### src/rtl/cc_topsideloader_if.sv
// Load/shift command and row-status bundle for cc_topsideloader.
// The master drives row commands; the slave (the loader) returns the row and its flags.
interface cc_topsideloader_if #(
  parameter int unsigned DW = 8,
  parameter int unsigned CW = 4
);
  logic [DW-1:0] CC_TOPSIDELOADER_data_InBUS;
  logic          CC_TOPSIDELOADER_load_InHigh;
  logic          CC_TOPSIDELOADER_shiftleft_InHigh;
  logic          CC_TOPSIDELOADER_shiftright_InHigh;
  logic          CC_TOPSIDELOADER_shiftbit_In;
  logic          CC_TOPSIDELOADER_ready_OutHigh;
  logic [DW-1:0] CC_TOPSIDELOADER_data_OutBUS;
  logic          CC_TOPSIDELOADER_topside_OutHigh;
  logic          CC_TOPSIDELOADER_bottomside_OutHigh;
  logic          CC_TOPSIDELOADER_clear_OutHigh;
  logic [CW-1:0] CC_TOPSIDELOADER_rowcount_OutBUS;

  modport master (
    output CC_TOPSIDELOADER_data_InBUS, CC_TOPSIDELOADER_load_InHigh,
           CC_TOPSIDELOADER_shiftleft_InHigh, CC_TOPSIDELOADER_shiftright_InHigh,
           CC_TOPSIDELOADER_shiftbit_In,
    input  CC_TOPSIDELOADER_ready_OutHigh, CC_TOPSIDELOADER_data_OutBUS,
           CC_TOPSIDELOADER_topside_OutHigh, CC_TOPSIDELOADER_bottomside_OutHigh,
           CC_TOPSIDELOADER_clear_OutHigh, CC_TOPSIDELOADER_rowcount_OutBUS
  );

  modport slave (
    input  CC_TOPSIDELOADER_data_InBUS, CC_TOPSIDELOADER_load_InHigh,
           CC_TOPSIDELOADER_shiftleft_InHigh, CC_TOPSIDELOADER_shiftright_InHigh,
           CC_TOPSIDELOADER_shiftbit_In,
    output CC_TOPSIDELOADER_ready_OutHigh, CC_TOPSIDELOADER_data_OutBUS,
           CC_TOPSIDELOADER_topside_OutHigh, CC_TOPSIDELOADER_bottomside_OutHigh,
           CC_TOPSIDELOADER_clear_OutHigh, CC_TOPSIDELOADER_rowcount_OutBUS
  );
endinterface

### src/rtl/cc_topsideloader.sv
// Row register: load via ready handshake, serial shift, flash-and-clear of full rows
// with a saturating cleared-row counter. All outputs are flop outputs.
module cc_topsideloader #(
  parameter int unsigned TOPSIDELOADER_DATAWIDTH   = 8,
  parameter int unsigned TOPSIDELOADER_COUNTWIDTH  = 4,
  parameter int unsigned TOPSIDELOADER_CLEARCYCLES = 3
) (
  input logic                CC_TOPSIDELOADER_CLOCK_50,
  input logic                CC_TOPSIDELOADER_RESET_InHigh,
  cc_topsideloader_if.slave  bus
);
  localparam int unsigned W     = TOPSIDELOADER_DATAWIDTH;
  localparam int unsigned C     = TOPSIDELOADER_COUNTWIDTH;
  localparam int unsigned CNT_W = (TOPSIDELOADER_CLEARCYCLES > 1) ?
                                  $clog2(TOPSIDELOADER_CLEARCYCLES) : 1;
  localparam logic [CNT_W-1:0] FLASH_LAST = CNT_W'(TOPSIDELOADER_CLEARCYCLES - 1);

  localparam logic [1:0] IDLE   = 2'd0;
  localparam logic [1:0] ACTIVE = 2'd1;
  localparam logic [1:0] FLASH  = 2'd2;

  logic [1:0]       state, state_nxt;
  logic [W-1:0]     row, row_nxt;
  logic [CNT_W-1:0] flash_cnt, flash_cnt_nxt;
  logic [C-1:0]     rowcount, rowcount_nxt;
  logic             clear_nxt;
  logic             ready, topside, bottomside, clear;

  always_comb begin
    state_nxt     = state;
    row_nxt       = row;
    flash_cnt_nxt = flash_cnt;
    rowcount_nxt  = rowcount;
    clear_nxt     = 1'b0;
    case (state)
      IDLE: begin
        if (bus.CC_TOPSIDELOADER_load_InHigh) begin
          row_nxt = bus.CC_TOPSIDELOADER_data_InBUS;
        end
      end
      ACTIVE: begin
        if (bus.CC_TOPSIDELOADER_shiftleft_InHigh && !bus.CC_TOPSIDELOADER_shiftright_InHigh) begin
          row_nxt = {row[W-2:0], bus.CC_TOPSIDELOADER_shiftbit_In};
        end else if (bus.CC_TOPSIDELOADER_shiftright_InHigh &&
                     !bus.CC_TOPSIDELOADER_shiftleft_InHigh) begin
          row_nxt = {bus.CC_TOPSIDELOADER_shiftbit_In, row[W-1:1]};
        end
      end
      FLASH: begin
        if (flash_cnt == FLASH_LAST) begin
          row_nxt       = '0;
          clear_nxt     = 1'b1;
          state_nxt     = IDLE;
          flash_cnt_nxt = '0;
          if (rowcount != '1) begin
            rowcount_nxt = rowcount + 1'b1;
          end
        end else begin
          flash_cnt_nxt = flash_cnt + 1'b1;
        end
      end
      default: begin
        state_nxt = IDLE;
        row_nxt   = '0;
      end
    endcase

    // IDLE and ACTIVE share one classification of the updated row.
    if (state == IDLE || state == ACTIVE) begin
      flash_cnt_nxt = '0;
      if (&row_nxt) begin
        state_nxt = FLASH;
      end else if (row_nxt == '0) begin
        state_nxt = IDLE;
      end else begin
        state_nxt = ACTIVE;
      end
    end
  end

  always_ff @(posedge CC_TOPSIDELOADER_CLOCK_50) begin
    if (CC_TOPSIDELOADER_RESET_InHigh) begin
      state      <= IDLE;
      row        <= '0;
      flash_cnt  <= '0;
      rowcount   <= '0;
      clear      <= 1'b0;
      ready      <= 1'b1;
      topside    <= 1'b0;
      bottomside <= 1'b1;
    end else begin
      state      <= state_nxt;
      row        <= row_nxt;
      flash_cnt  <= flash_cnt_nxt;
      rowcount   <= rowcount_nxt;
      clear      <= clear_nxt;
      ready      <= (state_nxt == IDLE);
      topside    <= &row_nxt;
      bottomside <= (row_nxt == '0);
    end
  end

  assign bus.CC_TOPSIDELOADER_ready_OutHigh      = ready;
  assign bus.CC_TOPSIDELOADER_data_OutBUS        = row;
  assign bus.CC_TOPSIDELOADER_topside_OutHigh    = topside;
  assign bus.CC_TOPSIDELOADER_bottomside_OutHigh = bottomside;
  assign bus.CC_TOPSIDELOADER_clear_OutHigh      = clear;
  assign bus.CC_TOPSIDELOADER_rowcount_OutBUS    = rowcount;
endmodule
### src/flat_wrapper.sv
// flat-port wrapper written by rule: the top's interface ports become plain ports
module cc_topsideloader_flat 
#(
  parameter int unsigned TOPSIDELOADER_DATAWIDTH   = 8,
  parameter int unsigned TOPSIDELOADER_COUNTWIDTH  = 4,
  parameter int unsigned TOPSIDELOADER_CLEARCYCLES = 3
)
  (CC_TOPSIDELOADER_CLOCK_50, CC_TOPSIDELOADER_RESET_InHigh, bus_CC_TOPSIDELOADER_data_InBUS, bus_CC_TOPSIDELOADER_load_InHigh, bus_CC_TOPSIDELOADER_shiftleft_InHigh, bus_CC_TOPSIDELOADER_shiftright_InHigh, bus_CC_TOPSIDELOADER_shiftbit_In, bus_CC_TOPSIDELOADER_ready_OutHigh, bus_CC_TOPSIDELOADER_data_OutBUS, bus_CC_TOPSIDELOADER_topside_OutHigh, bus_CC_TOPSIDELOADER_bottomside_OutHigh, bus_CC_TOPSIDELOADER_clear_OutHigh, bus_CC_TOPSIDELOADER_rowcount_OutBUS);
  cc_topsideloader_if bus_i ();
  input logic CC_TOPSIDELOADER_CLOCK_50;
  input logic CC_TOPSIDELOADER_RESET_InHigh;
  input wire logic [$bits(bus_i.CC_TOPSIDELOADER_data_InBUS)-1:0] bus_CC_TOPSIDELOADER_data_InBUS;
  input wire logic [$bits(bus_i.CC_TOPSIDELOADER_load_InHigh)-1:0] bus_CC_TOPSIDELOADER_load_InHigh;
  input wire logic [$bits(bus_i.CC_TOPSIDELOADER_shiftleft_InHigh)-1:0] bus_CC_TOPSIDELOADER_shiftleft_InHigh;
  input wire logic [$bits(bus_i.CC_TOPSIDELOADER_shiftright_InHigh)-1:0] bus_CC_TOPSIDELOADER_shiftright_InHigh;
  input wire logic [$bits(bus_i.CC_TOPSIDELOADER_shiftbit_In)-1:0] bus_CC_TOPSIDELOADER_shiftbit_In;
  output wire logic [$bits(bus_i.CC_TOPSIDELOADER_ready_OutHigh)-1:0] bus_CC_TOPSIDELOADER_ready_OutHigh;
  output wire logic [$bits(bus_i.CC_TOPSIDELOADER_data_OutBUS)-1:0] bus_CC_TOPSIDELOADER_data_OutBUS;
  output wire logic [$bits(bus_i.CC_TOPSIDELOADER_topside_OutHigh)-1:0] bus_CC_TOPSIDELOADER_topside_OutHigh;
  output wire logic [$bits(bus_i.CC_TOPSIDELOADER_bottomside_OutHigh)-1:0] bus_CC_TOPSIDELOADER_bottomside_OutHigh;
  output wire logic [$bits(bus_i.CC_TOPSIDELOADER_clear_OutHigh)-1:0] bus_CC_TOPSIDELOADER_clear_OutHigh;
  output wire logic [$bits(bus_i.CC_TOPSIDELOADER_rowcount_OutBUS)-1:0] bus_CC_TOPSIDELOADER_rowcount_OutBUS;
  assign bus_i.CC_TOPSIDELOADER_data_InBUS = bus_CC_TOPSIDELOADER_data_InBUS;
  assign bus_i.CC_TOPSIDELOADER_load_InHigh = bus_CC_TOPSIDELOADER_load_InHigh;
  assign bus_i.CC_TOPSIDELOADER_shiftleft_InHigh = bus_CC_TOPSIDELOADER_shiftleft_InHigh;
  assign bus_i.CC_TOPSIDELOADER_shiftright_InHigh = bus_CC_TOPSIDELOADER_shiftright_InHigh;
  assign bus_i.CC_TOPSIDELOADER_shiftbit_In = bus_CC_TOPSIDELOADER_shiftbit_In;
  assign bus_CC_TOPSIDELOADER_ready_OutHigh = bus_i.CC_TOPSIDELOADER_ready_OutHigh;
  assign bus_CC_TOPSIDELOADER_data_OutBUS = bus_i.CC_TOPSIDELOADER_data_OutBUS;
  assign bus_CC_TOPSIDELOADER_topside_OutHigh = bus_i.CC_TOPSIDELOADER_topside_OutHigh;
  assign bus_CC_TOPSIDELOADER_bottomside_OutHigh = bus_i.CC_TOPSIDELOADER_bottomside_OutHigh;
  assign bus_CC_TOPSIDELOADER_clear_OutHigh = bus_i.CC_TOPSIDELOADER_clear_OutHigh;
  assign bus_CC_TOPSIDELOADER_rowcount_OutBUS = bus_i.CC_TOPSIDELOADER_rowcount_OutBUS;
  cc_topsideloader #(.TOPSIDELOADER_DATAWIDTH(TOPSIDELOADER_DATAWIDTH), .TOPSIDELOADER_COUNTWIDTH(TOPSIDELOADER_COUNTWIDTH), .TOPSIDELOADER_CLEARCYCLES(TOPSIDELOADER_CLEARCYCLES)) u_core (.CC_TOPSIDELOADER_CLOCK_50(CC_TOPSIDELOADER_CLOCK_50), .CC_TOPSIDELOADER_RESET_InHigh(CC_TOPSIDELOADER_RESET_InHigh), .bus(bus_i));
endmodule
### config.mk
export PLATFORM = sky130hd
export DESIGN_NAME = cc_topsideloader_flat
export DESIGN_NICKNAME = d
export VERILOG_FILES = /design/src/rtl/cc_topsideloader_if.sv /design/src/rtl/cc_topsideloader.sv /design/src/flat_wrapper.sv
export SDC_FILE = /design/constraint.sdc
export NUM_CORES = 1
export LEC_CHECK = 0
export ABC_AREA = 1
export CAP_MARGIN = 20
export CORE_ASPECT_RATIO = 1.25
export CORE_MARGIN = 4
export CORE_UTILIZATION = 49
export CTS_CLUSTER_SIZE = 16
export DETAILED_ROUTE_END_ITERATION = 12
export PLACE_DENSITY = 0.77
export SETUP_SLACK_MARGIN = 0.02
export SLEW_MARGIN = 20
export SYNTH_ARGS = -nofsm -noshare
export SYNTH_HDL_FRONTEND = slang
export SYNTH_SLANG_ARGS = --single-unit
export TNS_END_PERCENT = 50
### constraint.sdc
create_clock -name CC_TOPSIDELOADER_CLOCK_50 -period 1.5 [get_ports CC_TOPSIDELOADER_CLOCK_50]
set_input_delay 0.3 -clock CC_TOPSIDELOADER_CLOCK_50 [delete_from_list [all_inputs] [get_ports CC_TOPSIDELOADER_CLOCK_50]]
set_output_delay 0.3 -clock CC_TOPSIDELOADER_CLOCK_50 [all_outputs]
set_load 0.05 [all_outputs]
==> flow_summary.json <==
{
  "drv_cap": 0,
  "nNetsFinal": 290,
  "rows": 20,
  "setup_viol": 7,
  "seq_area_frac_synth_pct": 31.6,
  "worst_slack_ns": -0.166,
  "reg2reg_slack_ns": -0.17,
  "clkPwrFrac_pct": 16.9,
  "remaining_drc_errors": 0,
  "vias": 1574,
  "dp.final_hpwl_mm": 2.67,
  "power_frac_seq_pct": 39.8,
  "setup.worst_path.start_class": "register",
  "antenna_found_initial": 0,
  "worst_slew_pin_slew_ns": 0.286,
  "mostFrequentLayoutCell": "nand2_1",
  "drt_first_pass_iters": 4,
  "grt_usage_pct": 24.6,
  "wl_per_cell_um": 14.0,
  "p_sw_w": 0.000545,
  "hold_viol_final": 0,
  "layout.cells.most_common_list": "nand2_1, inv_1, buf_4",
  "via_per_inst": 5.14,
  "root_buffer": "clkbuf_4",
  "htree_levels": 1,
  "finalNonFillerCells": 306,
  "hp-class": "register to register",
  "synthCells": 213,
  "clkTransAtPathRegs_ns": 0.10,
  "drive_above_1_share_pct": 41.8,
  "finalInstanceArea_mm2": 0.00215,
  "drtIter0Drc": 43,
  "ir_drop_uv": 617,
  "ant_nets": 0,
  "relSlewSlack_pct": 80.9,
  "clk_latency_ns": 0.30,
  "grt_pass1_wl_mm": 6.42,
  "dieArea_mm2": 0.00347,
  "synth-seq-cells": 20,
  "rsz0062_at_grt": "true",
  "die_w_um": 53.5,
  "grt_overflow_total": 0,
  "cp_max_fo": 8,
  "synth_nets": 228,
  "gp_congestion": 0.861,
  "start_util_pct": 51.7,
  "end_kind": "register",
  "synth_cell_type_count": 25,
  "clock-sinks": 20,
  "cellLeakagePower_nw": 1.10,
  "combPwrFrac_pct": 43.3,
  "syn_avg_cell_area_um2": 5.95,
  "netlist_area_mm2": 0.00127,
  "fmax_ghz": 0.600,
  "status": "complete, but fails checks",
  "ios": 30,
  "violations": "negative setup slack",
  "cp.arrival_ns": 1.86,
  "grt_max_degree": 15,
  "finalCritPeriodShare_pct": 111,
  "yosys_warnings": 0,
  "cts_tree": "yes",
  "area_growth_pct": 69.8,
  "die_h_um": 64.9,
  "slew_violations": 0,
  "core_area_mm2": 0.00245,
  "dp_cells": 298,
  "final.setup_skew_ns": 0.0109,
  "p_sw_share_pct": 36.5,
  "routed_wl_mm": 4.30,
  "num_antenna_cells": 0,
  "cts_inserted_buffers": 3,
  "powerDensity_mw_per_mm2": 695,
  "placed_cell_area_mm2": 0.00196,
  "post-place-ws_ns": -0.549,
  "period_needed_ns": 1.67,
  "crit_required_ns": 1.70,
  "port_buffers": 29,
  "cellInternalPower_w": 0.000950,
  "crit_type": "register to register",
  "clockBufferDepth": 2,
  "grt_pass1_vias": 1528
}
sequential cells by signal, summed over array words and instances, names as in the netlist:
name and flops:
u_core.bus.CC_TOPSIDELOADER_bottomside_OutHigh 1, u_core.bus.CC_TOPSIDELOADER_clear_OutHigh 1, u_core.bus.CC_TOPSIDELOADER_data_OutBUS 8, u_core.bus.CC_TOPSIDELOADER_ready_OutHigh 1, u_core.bus.CC_TOPSIDELOADER_rowcount_OutBUS 4, u_core.bus.CC_TOPSIDELOADER_topside_OutHigh 1
u_core.flash_cnt 2, u_core.state 2
Yosys cell counts:
cell,instances,area (um2)
o21ai_1,4,20.0
nor3_1,5,25.0
nor2_1,21,78.8
o21ai_2,1,8.76
clkinv_1,1,3.75
buf_2,1,5.00
nor2_2,5,31.3
nand3_2,2,20.0
dfxtp_1,20,400
clkbuf_1,1,3.75
nand2_2,4,25.0
inv_1,32,120
ha_1,1,12.5
nand3_1,19,95.1
nand2_1,73,274
nand4_1,1,6.26
a21oi_1,6,30.0
nor2_4,1,11.3
nand2_4,1,11.3
a211oi_1,2,15.0
nand3b_1,1,7.51
nor3_2,2,20.0
o21ai_0,4,20.0
buf_4,1,7.51
inv_2,4,15.0
kinds of logic (layout without fill, tap and decap cells):
logic type,after synthesis,in the layout,share of synthesized area (%)
AOI/OAI and AO/OA,17,17,7.40
adders and majority gates,1,1,0.987
buffers and inverters,40,100,12.2
and+or+nand+nor,135,135,47.8
DFF,20,20,31.6
repair_timing:
item | in CTS | in global routing
hold buffers | 0 | 0
resized for setup | 30 | 24
setup endpoints to repair | 7 | 11
pin swaps | 20 | 12
endpoints found under the hold margin | 0 | 0
buffers inserted | 5 | 0
worst paths after layout:
check,startpoint,end,cells past startpoint
setup / recovery,u_core.state[1],u_core.bus.CC_TOPSIDELOADER_ready_OutHigh,11
hold / removal,u_core.flash_cnt[1],u_core.flash_cnt[1],2
setup reg to reg,u_core.state[1],u_core.bus.CC_TOPSIDELOADER_ready_OutHigh,11
hold reg to reg,u_core.flash_cnt[1],u_core.flash_cnt[1],2
routing by layer:
| metal | vias up | GRT usage, % | share of wire [%] |
|---|---|---|---|
| met3 | 14 | 3.22 | 5.6 |
| met5 | - | 0 | 0 |
| li1 | 777 | - | - |
| met1 | 716 | 25.6 | 38 |
| met4 | 0 | 12.1 | 2.8 |
| met2 | 67 | 45.9 | 53 |
power groups by stage:
| stage | Sequential (W) | Clock, W | Combinational [W] |
|---|---|---|---|
| after global routing | 0.000599 | 0.000271 | 0.000688 |
| after global placement | 0.000606 | 0 | 0.000525 |
| after floorplan | 0.000675 | 0 | 0.000202 |
| final | 0.000596 | 0.000252 | 0.000647 |
| after CTS | 0.000593 | 0.000257 | 0.000586 |
| after detailed placement | 0.000606 | 0 | 0.000532 |
final cells by class:
class | count | area [um2]
Clock buffer | 3 | 22.5
Fill cell | 127 | 300
Inverter | 37 | 141
Multi-Input combinational cell | 153 | 825
Sequential cell | 20 | 412
Tap cell | 33 | 41.3
Timing Repair Buffer | 60 | 711
stage by stage:
| stage | setup TNS (ns) | hold slack, ns | total power (W) | util (%) |
|---|---|---|---|---|
| floorplan | -0.000687 | 0.471 | 0.000877 | - |
| global placement | -4.08 | 0.489 | 0.00113 | 79.8 |
| detailed placement | -4.51 | 0.497 | 0.00114 | 79.8 |
| CTS | -0.0141 | 0.516 | 0.00144 | 84.9 |
| global route | -1.21 | 0.550 | 0.00156 | 87.8 |
| finish | -0.590 | 0.516 | 0.00150 | 87.8 |
worst max-delay path, cell delays in order, from the launching register on:
cell and delay (ns):
dfxtp_4 0.38, buf_6 0.12, nor2_4 0.25, o21ai_2 0.10
inv_1 0.07, nand2_2 0.06, nand3_1 0.08, nand2_2 0.08
nor2_2 0.13, nand4_1 0.11, nand2_1 0.13, nor2_2 0.06
(Power assumes the default switching activity.)
